File: src/rtl/apu_triangle_gen3.sv
// apu_triangle_gen3 -- triangle/sawtooth channel for the APU.
// Timer, linear counter, length counter (NES lookup table) and a sequencer
// whose output is shaped as a triangle or a sawtooth under CPU control.
// Optional build macro: APU_TRI_ULTRASONIC_MUTE_EN. When defined, periods
// below 2 freeze the sequencer and park the output at mid-scale.
module apu_triangle_gen3 #(
    parameter int TIMER_W = 11,
    parameter int SEQ_W   = 5,
    parameter int OUT_W   = SEQ_W - 1,
    parameter int LEN_W   = 8
) (
    input  logic             clk,
    input  logic             rst,
    input  logic             channel_en,
    input  logic             cpu_clk,
    input  logic             l_pulse,
    input  logic             e_pulse,
    input  logic [1:0]       a_in,
    input  logic [7:0]       from_cpu,
    input  logic             wren,
    output logic [OUT_W-1:0] wave_out,
    output logic             active_out
);

    // NES length-counter load values, indexed by from_cpu[7:3].
    function automatic logic [LEN_W-1:0] len_lut(input logic [4:0] idx);
        case (idx)
            5'd0:  len_lut = 8'h0A;  5'd1:  len_lut = 8'hFE;
            5'd2:  len_lut = 8'h14;  5'd3:  len_lut = 8'h02;
            5'd4:  len_lut = 8'h28;  5'd5:  len_lut = 8'h04;
            5'd6:  len_lut = 8'h50;  5'd7:  len_lut = 8'h06;
            5'd8:  len_lut = 8'hA0;  5'd9:  len_lut = 8'h08;
            5'd10: len_lut = 8'h3C;  5'd11: len_lut = 8'h0A;
            5'd12: len_lut = 8'h0E;  5'd13: len_lut = 8'h0C;
            5'd14: len_lut = 8'h1A;  5'd15: len_lut = 8'h0E;
            5'd16: len_lut = 8'h0C;  5'd17: len_lut = 8'h10;
            5'd18: len_lut = 8'h18;  5'd19: len_lut = 8'h12;
            5'd20: len_lut = 8'h30;  5'd21: len_lut = 8'h14;
            5'd22: len_lut = 8'h60;  5'd23: len_lut = 8'h16;
            5'd24: len_lut = 8'hC0;  5'd25: len_lut = 8'h18;
            5'd26: len_lut = 8'h48;  5'd27: len_lut = 8'h1A;
            5'd28: len_lut = 8'h10;  5'd29: len_lut = 8'h1C;
            5'd30: len_lut = 8'h20;  5'd31: len_lut = 8'h1E;
            default: len_lut = 8'h00;
        endcase
    endfunction

    logic [TIMER_W-1:0] period_q, period_d;
    logic [TIMER_W-1:0] count_q,  count_d;
    logic [7:0]         ctrl_q,   ctrl_d;
    logic               mode_q,   mode_d;
    logic [6:0]         linear_q, linear_d;
    logic               reload_q, reload_d;
    logic [LEN_W-1:0]   length_q, length_d;
    logic [SEQ_W-1:0]   seq_q,    seq_d;

    logic wr_ctrl_s, wr_mode_s, wr_lo_s, wr_hi_s;
    logic tick_s, mute_s;

    assign wr_ctrl_s  = wren && (a_in == 2'd0);
    assign wr_mode_s  = wren && (a_in == 2'd1);
    assign wr_lo_s    = wren && (a_in == 2'd2);
    assign wr_hi_s    = wren && (a_in == 2'd3);
    assign tick_s     = cpu_clk && (count_q == {TIMER_W{1'b0}});
    assign active_out = (length_q != {LEN_W{1'b0}}) && (linear_q != 7'd0);

`ifdef APU_TRI_ULTRASONIC_MUTE_EN
    // Periods 0 and 1 would step faster than is audible; hold the channel.
    assign mute_s = (period_q < TIMER_W'(2));
`else
    assign mute_s = 1'b0;
`endif

    // Register-file writes: ctrl, mode and the two halves of the period.
    always_comb begin
        ctrl_d   = ctrl_q;
        mode_d   = mode_q;
        period_d = period_q;
        if (wr_ctrl_s) begin
            ctrl_d = from_cpu;
        end else if (wr_mode_s) begin
            mode_d = from_cpu[0];
        end else if (wr_lo_s) begin
            period_d[7:0] = from_cpu;
        end else if (wr_hi_s) begin
            period_d[TIMER_W-1:8] = from_cpu[TIMER_W-9:0];
        end else begin
            period_d = period_q;
        end
    end

    // Timer: counts down on cpu_clk and reloads from period at zero; a period
    // write only takes effect at the next reload.
    always_comb begin
        count_d = count_q;
        if (!cpu_clk) begin
            count_d = count_q;
        end else if (count_q == {TIMER_W{1'b0}}) begin
            count_d = period_q;
        end else begin
            count_d = count_q - TIMER_W'(1);
        end
    end

    // Sequencer: advances on a timer tick only while the channel is active.
    always_comb begin
        seq_d = seq_q;
        if (tick_s && active_out && !mute_s) begin
            seq_d = seq_q + SEQ_W'(1);
        end else begin
            seq_d = seq_q;
        end
    end

    // Linear counter and its reload flag; an $400B write sets the flag even
    // when the quarter-frame clears it in the same cycle.
    always_comb begin
        linear_d = linear_q;
        reload_d = reload_q;
        if (e_pulse) begin
            if (reload_q) begin
                linear_d = ctrl_q[6:0];
            end else if (linear_q != 7'd0) begin
                linear_d = linear_q - 7'd1;
            end else begin
                linear_d = linear_q;
            end
            if (!ctrl_q[7]) begin
                reload_d = 1'b0;
            end else begin
                reload_d = reload_q;
            end
        end else begin
            linear_d = linear_q;
        end
        if (wr_hi_s) begin
            reload_d = 1'b1;
        end else begin
            reload_d = reload_d;
        end
    end

    // Length counter: cleared while disabled, a load beats a same-cycle
    // decrement, and it saturates at zero.
    always_comb begin
        length_d = length_q;
        if (!channel_en) begin
            length_d = {LEN_W{1'b0}};
        end else if (wr_hi_s) begin
            length_d = len_lut(from_cpu[7:3]);
        end else if (l_pulse && !ctrl_q[7] && (length_q != {LEN_W{1'b0}})) begin
            length_d = length_q - LEN_W'(1);
        end else begin
            length_d = length_q;
        end
    end

    // Output shaping from the sequencer position.
    always_comb begin
        wave_out = {OUT_W{1'b0}};
        if (mute_s) begin
            wave_out = {1'b1, {(OUT_W-1){1'b0}}};
        end else if (mode_q) begin
            wave_out = seq_q[SEQ_W-1:1];
        end else if (seq_q[SEQ_W-1]) begin
            wave_out = seq_q[OUT_W-1:0];
        end else begin
            wave_out = ~seq_q[OUT_W-1:0];
        end
    end

    // State registers with synchronous reset.
    always_ff @(posedge clk) begin
        if (rst) begin
            period_q <= {TIMER_W{1'b0}};
            count_q  <= {TIMER_W{1'b0}};
            ctrl_q   <= 8'd0;
            mode_q   <= 1'b0;
            linear_q <= 7'd0;
            reload_q <= 1'b0;
            length_q <= {LEN_W{1'b0}};
            seq_q    <= {SEQ_W{1'b0}};
        end else begin
            period_q <= period_d;
            count_q  <= count_d;
            ctrl_q   <= ctrl_d;
            mode_q   <= mode_d;
            linear_q <= linear_d;
            reload_q <= reload_d;
            length_q <= length_d;
            seq_q    <= seq_d;
        end
    end

endmodule

File: config.mk
export PLATFORM = sky130hd
export DESIGN_NAME = apu_triangle_gen3
export DESIGN_NICKNAME = d
export VERILOG_FILES = /design/src/rtl/apu_triangle_gen3.sv
export SDC_FILE = /design/constraint.sdc
export NUM_CORES = 1
export LEC_CHECK = 0
export CAP_MARGIN = 5
export CORE_ASPECT_RATIO = 0.7
export CORE_MARGIN = 2
export CORE_UTILIZATION = 45
export DETAILED_ROUTE_END_ITERATION = 8
export HOLD_SLACK_MARGIN = 0.02
export SETUP_SLACK_MARGIN = 0.15
export SYNTH_ARGS = -nofsm -noshare
export SYNTH_HDL_FRONTEND = slang
export SYNTH_SLANG_ARGS = --single-unit
export TNS_END_PERCENT = 20
File: constraint.sdc
create_clock -name clk -period 2.75 [get_ports clk]
set_input_delay 0.55 -clock clk [delete_from_list [all_inputs] [get_ports clk]]
set_output_delay 0.55 -clock clk [all_outputs]
set_load 0.03 [all_outputs]
==> results.cfg <==
[worst_setup_path]
path_class = reg -> out
path_max_fanout = 6
required_ps = 2200
cp-start-kind = flip-flop
reg2reg_setup_slack_ps = 690
crit_arrival_ps = 1950
critPathCaptureType = output pin

[finish]
diodes = 0
fin_nets = 426
area_delta_synth_final_pct = 15.0
drive_above_1_share_pct = 9.57
final_cell_count_no_fill = 488
post-route-util_pct = 54.3

[clocking]
root_buffer = clkbuf_8
clock_latency_ps = 310
clk_path_buf_depth = 2
h-tree-depth = 2
cts_buffers = 5
cts_tree = done
clk_pin_slew_ps = 100
clkSinkCount = 52

[placed_design]
gp_congestion = 0.898
dp_cells = 480
dp_hpwl_um = 5230
io_buffers = 21
post-place-ws_ps = 206

[timing]
fin_ws_ps = 248
setup_viol = 0
clock_skew_ps = 4.70
tightest_slew_ps = 628
min_period_over_period_pct = 91.0
hold_viol = 0
maxSlewViolCount = 0
slew_headroom_pct = 58.1
fmax_mhz = 400
rsz0062_at_grt = no
final.min_clock_period_ps = 2500
tns_ps = 0

[global_routing]
antenna_found_initial = 0
overflow = 0
grt_max_degree = 30
grt.total_usage_pct = 20.1
grt_pass1_wl_um = 11700
grt_pass1_vias = 2385

[synthesis]
yosysMostFrequentCell = nor2_1
ys_seq_area_share_pct = 34.8
synthFlopType = dfxtp_1
yosys_warnings = 0
synth_edf_count = 0
syn_nets = 403
synthArstFlopShare_pct = 0
yosysTopAreaCellShare_pct = 34.8
yosys_register_bits = 52
synthCells = 373
netlist_top_cells_count = nor2_1, dfxtp_1, a21oi_1, nand2_1, o21ai_0
syn_area_per_cell_um2 = 8.02
post_synth_num_cell_types = 57
syn_area_mm2 = 0.00299
synthTopCellsByArea = dfxtp_1, nor2_1, mux2i_1
yosysTopAreaCell = dfxtp_1

[pwr]
ir_worst_vdd_uv = 447
power_density_mw_per_mm2 = 849
leakage_uw = 0.00133

[floorplan]
die-area_mm2 = 0.00733
die_width_um = 101
die-height_um = 72.2
ios = 22
start_util_pct = 47.2
std_cell_rows = 24
coreArea_mm2 = 0.00634

[job]
maxCapViolations = 0

[drt]
dr.pass1.iters = 5
vias = 2692
top_signal_layer_used = met4
wl_met3_um = 305
drt_iter0_drc = 159
wl_met1_um = 3740
drc = 0
wl_um = 6890
wl_per_cell_um = 14.1
route.met2.wl_um = 2800
vias_per_cell = 5.52
antenna_left = 0

[outcome]
status = completed

[worst_hold_path]
worst_hold_path_type = reg -> reg
placed cells by master (no fill, tap or decap), drive strengths merged, types with 2 or more instances in the layout:
cell type,netlist,routed
a21oi,33,33
nor2b,2,2
clkbuf,11,5
or3b,2,2
or2,3,3
a311oi,3,3
clkdlybuf4s50,0,20
a2bb2oi,2,2
nand4,3,3
nor3b,4,4
nand3b,3,3
buf,7,14
xor2,8,8
nor4,8,8
a31oi,4,4
nand2b,5,5
ha,13,13
o22ai,6,6
nand2,25,25
dfxtp,52,52
xnor2,5,5
and3,5,5
inv,18,18
nor2,54,54
o21a,2,2
nor3,9,9
o31ai,2,2
mux2i,18,18
o311ai,3,3
o21ai,24,24
or4,3,3
a22oi,2,2
nand3,13,13
a211oi,4,4
sequential cells by signal (all words and copies together), names as in the netlist:
| name | cells |
|---|---|
| count_q | 11 |
| ctrl_q | 8 |
| length_q | 8 |
| linear_q | 7 |
| mode_q | 1 |
| period_q | 11 |
| reload_q | 1 |
| seq_q | 5 |
metrics by stage:
step                area, µm²  hold slack (ps)  power (µW)
global placement         3330              450        2380
floorplan                2990              433        2060
detailed placement       3330              447        2390
global route             3440              485        3180
CTS                      3440              461        2910
finish                   3440              459        2920
critical path, stage by stage (launching register included):
cell and delay (ps):
dfxtp_1 360, or4_1 610, nor2_2 230, nor2_1 80, dlygate4sd2_1 360
layout make-up:
cell class	instances	area (µm²)
well taps	91	114
flip-flops and latches	52	1040
fillers	617	2900
repair buffers	35	314
inverters	18	67.6
multi-input cells	284	1790
clock inverters	3	42.5
clock buffers	5	68.8
what timing repair did:
item                       4_1_cts  5_1_grt
buffers inserted                 0        0
hold buffers                     0        0
setup endpoints to repair        1        1
resized for setup                1        1
hold endpoints to repair         0        0
cells by family after synthesis:
kind of cell / count (synthesis) / share of synthesized area [%]
buf+inv: 37 / 5.39
simple gates: 143 / 23.9
mux: 18 / 6.02
flops: 52 / 34.8
fa+ha+maj: 13 / 5.43
xor+xnor: 13 / 3.80
compound gates: 97 / 20.7
report_power, final:
group	internal (µW)	switching (µW)	leakage [µW]
Sequential	884	145	0.000424
Clock	270	261	0.0000541
Combinational	596	765	0.000847
Total	1750	1170	0.00133
metal layers:
metal | GRT usage (%) | vias to the layer above
met2 | 28.1 | 55
met3 | 3.47 | 4
met5 | 0 | -
li1 | - | 1371
met1 | 32.1 | 1262
met4 | 4.05 | 0
worst paths after layout:
| kind | from | end | depth (start not counted) |
|---|---|---|---|
| setup / recovery | linear_q[2] | active_out | 4 |
| hold / removal | period_q[9] | period_q[9] | 2 |
| setup reg to reg | count_q[6] | count_q[10] | 5 |
| hold reg to reg | period_q[9] | period_q[9] | 2 |
Power figures use the tool's default switching activity.
